File: src/rtl/pet2001_char_shifter_if.sv
// Video-side bundle between the PET timing/CRTC path, the video RAM, the character ROM and the pixel sink.
// The master side is the timing source plus the memories; the slave side is the character shifter.
interface pet2001_char_shifter_if #(
  parameter int VRAM_AW = 10
);
  // Character timing from the video timing generator / CRTC mux
  logic [13:0]        vid_ma;
  logic [4:0]         vid_ra;
  logic               vid_de;
  logic               vid_cursor;
  logic               vid_hblank;
  logic               vid_vblank;
  logic               vid_hsync;
  logic               vid_vsync;
  logic               video_blank;
  logic               video_gfx;

  // Memory fetch path (both memories are synchronous, one ce_1m period of latency)
  logic [VRAM_AW-1:0] vram_addr;
  logic [7:0]         vram_data;
  logic [10:0]        chrom_addr;
  logic [7:0]         chrom_data;

  // Serialised pixel stream and aligned blank/sync
  logic               pix;
  logic               out_hblank;
  logic               out_vblank;
  logic               out_hsync;
  logic               out_vsync;

  modport master (
    output vid_ma, vid_ra, vid_de, vid_cursor, vid_hblank, vid_vblank,
           vid_hsync, vid_vsync, video_blank, video_gfx, vram_data, chrom_data,
    input  vram_addr, chrom_addr, pix, out_hblank, out_vblank, out_hsync, out_vsync
  );

  modport slave (
    input  vid_ma, vid_ra, vid_de, vid_cursor, vid_hblank, vid_vblank,
           vid_hsync, vid_vsync, video_blank, video_gfx, vram_data, chrom_data,
    output vram_addr, chrom_addr, pix, out_hblank, out_vblank, out_hsync, out_vsync
  );
endinterface

File: src/rtl/pet2001_char_shifter.sv
// PET character generator: screen-code fetch, glyph lookup and MSB-first pixel serialiser.
// Latency: 2 ce_1m periods from vid_ma to first pixel; blank/sync outputs delayed identically.
// No backpressure: free-running pipeline advanced only by ce_1m / ce_pix, holds otherwise.
module pet2001_char_shifter #(
  parameter int VRAM_AW    = 10,
  parameter int PIPE_DEPTH = 2,
  parameter bit INVERT_EN  = 1'b1
) (
  input  logic                   clk,
  input  logic                   reset,
  input  logic                   ce_1m,
  input  logic                   ce_pix,
  pet2001_char_shifter_if.slave  vid
);

  // The fetch/lookup/load structure below is hard-wired for two stages.
  if (PIPE_DEPTH != 2) begin : g_bad_depth
    $error("pet2001_char_shifter: PIPE_DEPTH must be 2");
  end

  // Control carried alongside the VRAM fetch
  typedef struct packed {
    logic       de;
    logic       cursor;
    logic [4:0] ra;
    logic       hb;
    logic       vb;
    logic       hs;
    logic       vs;
    logic       blank;
  } stage1_t;

  // Control carried alongside the ROM lookup; low row bits are already consumed
  typedef struct packed {
    logic       de;
    logic       cursor;
    logic [1:0] ra_hi;
    logic       hb;
    logic       vb;
    logic       hs;
    logic       vs;
    logic       blank;
  } stage2_t;

  stage1_t            d1;
  stage2_t            d2;
  logic               inv;
  logic [7:0]         sr;
  logic [VRAM_AW-1:0] vram_addr_q;
  logic [10:0]        chrom_addr_q;
  logic               out_hblank_q;
  logic               out_vblank_q;
  logic               out_hsync_q;
  logic               out_vsync_q;
  logic               show;
  logic [7:0]         glyph;

  // Upper matrix-address bits fall outside the video RAM; addresses simply wrap.
  logic unused_ma;
  assign unused_ma = ^vid.vid_ma[13:VRAM_AW];

  // Visible only inside the display window, outside forced blank, and within glyph rows 0-7.
  always_comb begin
    show  = d2.de & ~d2.blank & (d2.ra_hi == 2'b00);
    glyph = vid.chrom_data ^ {8{inv}} ^ {8{d2.cursor}};
  end

  // Stage 0: present the matrix address to VRAM and latch the cell's control.
  always_ff @(posedge clk) begin
    if (reset) begin
      vram_addr_q <= '0;
      d1          <= '0;
    end else if (ce_1m) begin
      vram_addr_q <= vid.vid_ma[VRAM_AW-1:0];
      d1          <= {vid.vid_de, vid.vid_cursor, vid.vid_ra, vid.vid_hblank,
                      vid.vid_vblank, vid.vid_hsync, vid.vid_vsync, vid.video_blank};
    end
  end

  // Stage 1: screen code is back from VRAM; form the glyph ROM address and inverse flag.
  always_ff @(posedge clk) begin
    if (reset) begin
      chrom_addr_q <= '0;
      inv          <= 1'b0;
      d2           <= '0;
    end else if (ce_1m) begin
      chrom_addr_q <= {vid.video_gfx, vid.vram_data[6:0], d1.ra[2:0]};
      inv          <= INVERT_EN & vid.vram_data[7];
      d2           <= {d1.de, d1.cursor, d1.ra[4:3], d1.hb, d1.vb, d1.hs, d1.vs, d1.blank};
    end
  end

  // Stage 2: load the glyph row (or zeros) and shift it out; a load wins over a shift.
  always_ff @(posedge clk) begin
    if (reset) begin
      sr           <= '0;
      out_hblank_q <= 1'b0;
      out_vblank_q <= 1'b0;
      out_hsync_q  <= 1'b0;
      out_vsync_q  <= 1'b0;
    end else if (ce_1m) begin
      sr           <= show ? glyph : 8'h00;
      out_hblank_q <= d2.hb;
      out_vblank_q <= d2.vb;
      out_hsync_q  <= d2.hs;
      out_vsync_q  <= d2.vs;
    end else if (ce_pix) begin
      sr           <= {sr[6:0], 1'b0};
    end
  end

  assign vid.vram_addr  = vram_addr_q;
  assign vid.chrom_addr = chrom_addr_q;
  assign vid.pix        = sr[7];
  assign vid.out_hblank = out_hblank_q;
  assign vid.out_vblank = out_vblank_q;
  assign vid.out_hsync  = out_hsync_q;
  assign vid.out_vsync  = out_vsync_q;

endmodule
File: src/flat_wrapper.sv
// flat-port wrapper written by rule: the top's interface ports become plain ports
module pet2001_char_shifter_flat 
#(
  parameter int VRAM_AW    = 10,
  parameter int PIPE_DEPTH = 2,
  parameter bit INVERT_EN  = 1'b1
)
  (clk, reset, ce_1m, ce_pix, vid_vid_ma, vid_vid_ra, vid_vid_de, vid_vid_cursor, vid_vid_hblank, vid_vid_vblank, vid_vid_hsync, vid_vid_vsync, vid_video_blank, vid_video_gfx, vid_vram_data, vid_chrom_data, vid_vram_addr, vid_chrom_addr, vid_pix, vid_out_hblank, vid_out_vblank, vid_out_hsync, vid_out_vsync);
  pet2001_char_shifter_if #(.VRAM_AW(VRAM_AW)) vid_i ();
  input  logic clk;
  input  logic reset;
  input  logic ce_1m;
  input  logic ce_pix;
  input wire logic [$bits(vid_i.vid_ma)-1:0] vid_vid_ma;
  input wire logic [$bits(vid_i.vid_ra)-1:0] vid_vid_ra;
  input wire logic [$bits(vid_i.vid_de)-1:0] vid_vid_de;
  input wire logic [$bits(vid_i.vid_cursor)-1:0] vid_vid_cursor;
  input wire logic [$bits(vid_i.vid_hblank)-1:0] vid_vid_hblank;
  input wire logic [$bits(vid_i.vid_vblank)-1:0] vid_vid_vblank;
  input wire logic [$bits(vid_i.vid_hsync)-1:0] vid_vid_hsync;
  input wire logic [$bits(vid_i.vid_vsync)-1:0] vid_vid_vsync;
  input wire logic [$bits(vid_i.video_blank)-1:0] vid_video_blank;
  input wire logic [$bits(vid_i.video_gfx)-1:0] vid_video_gfx;
  input wire logic [$bits(vid_i.vram_data)-1:0] vid_vram_data;
  input wire logic [$bits(vid_i.chrom_data)-1:0] vid_chrom_data;
  output wire logic [$bits(vid_i.vram_addr)-1:0] vid_vram_addr;
  output wire logic [$bits(vid_i.chrom_addr)-1:0] vid_chrom_addr;
  output wire logic [$bits(vid_i.pix)-1:0] vid_pix;
  output wire logic [$bits(vid_i.out_hblank)-1:0] vid_out_hblank;
  output wire logic [$bits(vid_i.out_vblank)-1:0] vid_out_vblank;
  output wire logic [$bits(vid_i.out_hsync)-1:0] vid_out_hsync;
  output wire logic [$bits(vid_i.out_vsync)-1:0] vid_out_vsync;
  assign vid_i.vid_ma = vid_vid_ma;
  assign vid_i.vid_ra = vid_vid_ra;
  assign vid_i.vid_de = vid_vid_de;
  assign vid_i.vid_cursor = vid_vid_cursor;
  assign vid_i.vid_hblank = vid_vid_hblank;
  assign vid_i.vid_vblank = vid_vid_vblank;
  assign vid_i.vid_hsync = vid_vid_hsync;
  assign vid_i.vid_vsync = vid_vid_vsync;
  assign vid_i.video_blank = vid_video_blank;
  assign vid_i.video_gfx = vid_video_gfx;
  assign vid_i.vram_data = vid_vram_data;
  assign vid_i.chrom_data = vid_chrom_data;
  assign vid_vram_addr = vid_i.vram_addr;
  assign vid_chrom_addr = vid_i.chrom_addr;
  assign vid_pix = vid_i.pix;
  assign vid_out_hblank = vid_i.out_hblank;
  assign vid_out_vblank = vid_i.out_vblank;
  assign vid_out_hsync = vid_i.out_hsync;
  assign vid_out_vsync = vid_i.out_vsync;
  pet2001_char_shifter #(.VRAM_AW(VRAM_AW), .PIPE_DEPTH(PIPE_DEPTH), .INVERT_EN(INVERT_EN)) u_core (.clk(clk), .reset(reset), .ce_1m(ce_1m), .ce_pix(ce_pix), .vid(vid_i));
endmodule
File: config.mk
export PLATFORM = sky130hd
export DESIGN_NAME = pet2001_char_shifter_flat
export DESIGN_NICKNAME = d
export VERILOG_FILES = /design/src/rtl/pet2001_char_shifter_if.sv /design/src/rtl/pet2001_char_shifter.sv /design/src/flat_wrapper.sv
export SDC_FILE = /design/constraint.sdc
export NUM_CORES = 1
export LEC_CHECK = 0
export ABC_AREA = 1
export BUFFER_PORTS_ARGS = -buffer_cell sky130_fd_sc_hd__buf_2
export CAP_MARGIN = 15
export CORE_MARGIN = 2
export CORE_UTILIZATION = 53
export DETAILED_ROUTE_END_ITERATION = 7
export HOLD_SLACK_MARGIN = 0.15
export PLACE_DENSITY = 0.93
export SYNTH_ARGS = -nofsm -noshare
export SYNTH_HDL_FRONTEND = slang
export SYNTH_SLANG_ARGS = --single-unit
File: constraint.sdc
create_clock -name clk -period 1.35 [get_ports clk]
set_input_delay 0.27 -clock clk [delete_from_list [all_inputs] [get_ports clk]]
set_output_delay 0.27 -clock clk [all_outputs]
set_load 0.01 [all_outputs]
==> qor.yml <==
status: "finished, final reports clean"
reg2reg_depth: 5
antenna_found_initial: 0
pwr_density_cell_nw_per_um2: 1190
synth-simple-area-share_pct: 24.3
diodes: 0
cts_max_level: 2
io-pin-count: 73
syn_inst: 284
synth-compound-area-share_pct: 17.3
synth_area_um2: 2140
yosysWarningCount: 0
dieArea_um2: 4560
root_buffer: "clkbuf_8"
grt_pass1_wl_um: 7400
layout.area.seq_um2: 1100
nets: 398
io_buffers: 68
row_count: 23
drive_gt1_share_pct: 25.0
crit_type: "input port to register"
vias: 2004
drt-total-wl_um: 4580
yosys_register_bits: 55
synth_top_family_by_area: "simple AND/OR/NAND/NOR gates"
yosysSeqAreaShare_pct: 51.4
crit_family: "buffers and inverters"
start_util_pct: 54.3
max_freq_mhz: 791
yosysUniqueCellTypes: 18
cts_tree: "built"
synthMuxAreaShare_pct: 0
setup_viol: 0
synth_adder_area_share_pct: 0
worst_slew_pin_slew_ps: 219
period_needed_ps: 1260
r2r_start: "u_core.inv"
worstSetupEndpointType: "register"
synth_top_area_share_pct: 51.4
place_congestion: 0.852
synth-xor-area-share_pct: 0
drt_pass1_iterations: 4
crit_required_ps: 1590
syn_nets: 331
whs_endpoint: "u_core.vid.chrom_addr[4]"
crit_fanout: 17
critPathMaxStageDelay_ps: 530
drt-initial-drc-count: 148
multi_input_area_um2: 891
clock_latency_ps: 300
grt_max_degree: 30
ant_nets: 0
die_h_um: 67.6
drcViolationCount: 0
numClockSinks: 55
grt_use_total_pct: 20.9
die_w_um: 67.6
syn_to_final_growth_pct: 23.1
clock_skew_ps: 11.0
cp.buffers_inverters: 4
r2r_slack_ps: 250
rr_endpoint: "u_core.sr[2]"
postLayoutCoreUtil_pct: 66.9
syn_area_per_cell_um2: 7.54
num-fill-cells: 343
max-vdd-ir-drop_uv: 784
synth_top_area_cell: "dfxtp_1"
min_path_cells: 3
final_max_slew_viol_count: 0
crit_slowest_cell: "dlygate4sd3_1"
slew_headroom_pct: 85.2
hold_path.class: "input port to register"
post-route-period-util_pct: 93.6
dp_hpwl_um: 3250
cp.arrival_ps: 1510
startpoint_type: "input port"
cp_cell_sequence: "dlygate4sd3_1 > buf_2 > inv_4 > buf_4 > o21ai_0 > nor2_1"
grt_pass1_vias: 1767
clk_pin_slew_ps: 100
hp-start: "vid_vram_data[1]"
leakage_uw: 0.00126
cap_violations: 0
rsz0062_at_grt: "false"
synthTopCellsByArea: "dfxtp_1 51%, nor2_1 15%, o21ai_0 12%, nand3_1 5.4%, a21oi_1 3.0%"
vias_per_cell: 4.99
wl_per_cell_um: 11.4
hold_viol: 0
cts-buffers-inserted: 5
core-area_um2: 3940
setup_tns_ps: 0
overflow: 0
clockBufferDepth: 2
## Yosys cell counts, drive strengths merged
cell / count
dfxtp: 55
nor2: 85
a21oi: 13
buf: 7
nand3: 24
clkbuf: 9
o21ai: 61
inv: 15
nand2: 14
clkinv: 1
## what timing repair did
item,4_1_cts,5_1_grt
resized for setup,0,1
endpoints found under the hold margin,1,0
buffers inserted,0,0
hold buffers,1,0
setup endpoints to repair,0,6
## power by group
group          switching [µW]  internal, µW
Sequential               50.3          1730
Clock                     512           419
Combinational             254           184
## logic make-up after synthesis
family,count (synthesis)
DFF,55
AOI/OAI and AO/OA,74
and+or+nand+nor,123
buffers and inverters,32
## per-stage QoR
| step | worst slack, ps | hold slack [ps] | std cells | total power (µW) | area (µm²) |
|---|---|---|---|---|---|
| after floorplan | 441 | 339 | 284 | 2080 | 2140 |
| after global placement | 205 | 446 | 393 | 2230 | 2530 |
| after detailed placement | 148 | 450 | 393 | 2250 | 2530 |
| after CTS | 55.8 | 175 | 402 | 3190 | 2640 |
| after global routing | 11.3 | 184 | 402 | 3320 | 2640 |
| final | 86.1 | 182 | 402 | 3150 | 2640 |
## final cells by class
class,instances,area share [%]
sequential,55,41.8
tap,50,2.37
clock inverter,2,0.617
inverter,16,2.56
clock buffer,6,3.13
timing repair buffer,76,15.8
multi-input combinational,197,33.8
## worst max path at each step
stage | startpoint | endpoint | slack (ps) | cells past startpoint
floorplan | u_core.inv | u_core.sr[2] | 440 | 5
global placement | ce_1m | u_core.sr[1] | 200 | 5
detailed placement | ce_1m | u_core.sr[7] | 150 | 5
CTS | reset | u_core.d1[4] | 60 | 6
global route | reset | u_core.d1[2] | 10 | 6
finish | reset | u_core.d1[4] | 90 | 6
## worst min-delay path: cells and delay by family
| family | cells | cell delay, ps |
|---|---|---|
| buffers and inverters | 1 | 80 |
| AND/OR/NAND/NOR | 2 | 110 |
## cell usage in the layout (no fill, tap or decap)
cell type,count
a21oi_1,13
buf_12,1
buf_2,68
buf_4,6
clkbuf_8,6
clkinv_4,1
clkinvlp_4,1
dfxtp_1,55
dlygate4sd3_1,1
inv_1,13
inv_2,1
inv_4,1
inv_6,1
nand2_1,14
nand3_1,23
nand3_4,1
nor2_1,84
nor2_8,1
o21ai_0,51
o21ai_1,10
## flip-flops by register name, summed over array words and instances, names as in the netlist
register,count
u_core.d1,12
u_core.d2,9
u_core.inv,1
u_core.sr,8
u_core.vid.chrom_addr,11
u_core.vid.out_hblank,1
u_core.vid.out_hsync,1
u_core.vid.out_vblank,1
u_core.vid.out_vsync,1
u_core.vid.vram_addr,10
## metal layers
| layer | wire length (µm) | vias to the layer above | track usage (%) |
|---|---|---|---|
| li1 | - | 1056 | - |
| met5 | 0 | - | 0 |
| met2 | 2290 | 45 | 34.4 |
| met4 | 25 | 0 | 7.14 |
| met3 | 194 | 2 | 4.17 |
| met1 | 2070 | 901 | 27.3 |
Note: power is estimated with default switching activity, not from simulation.
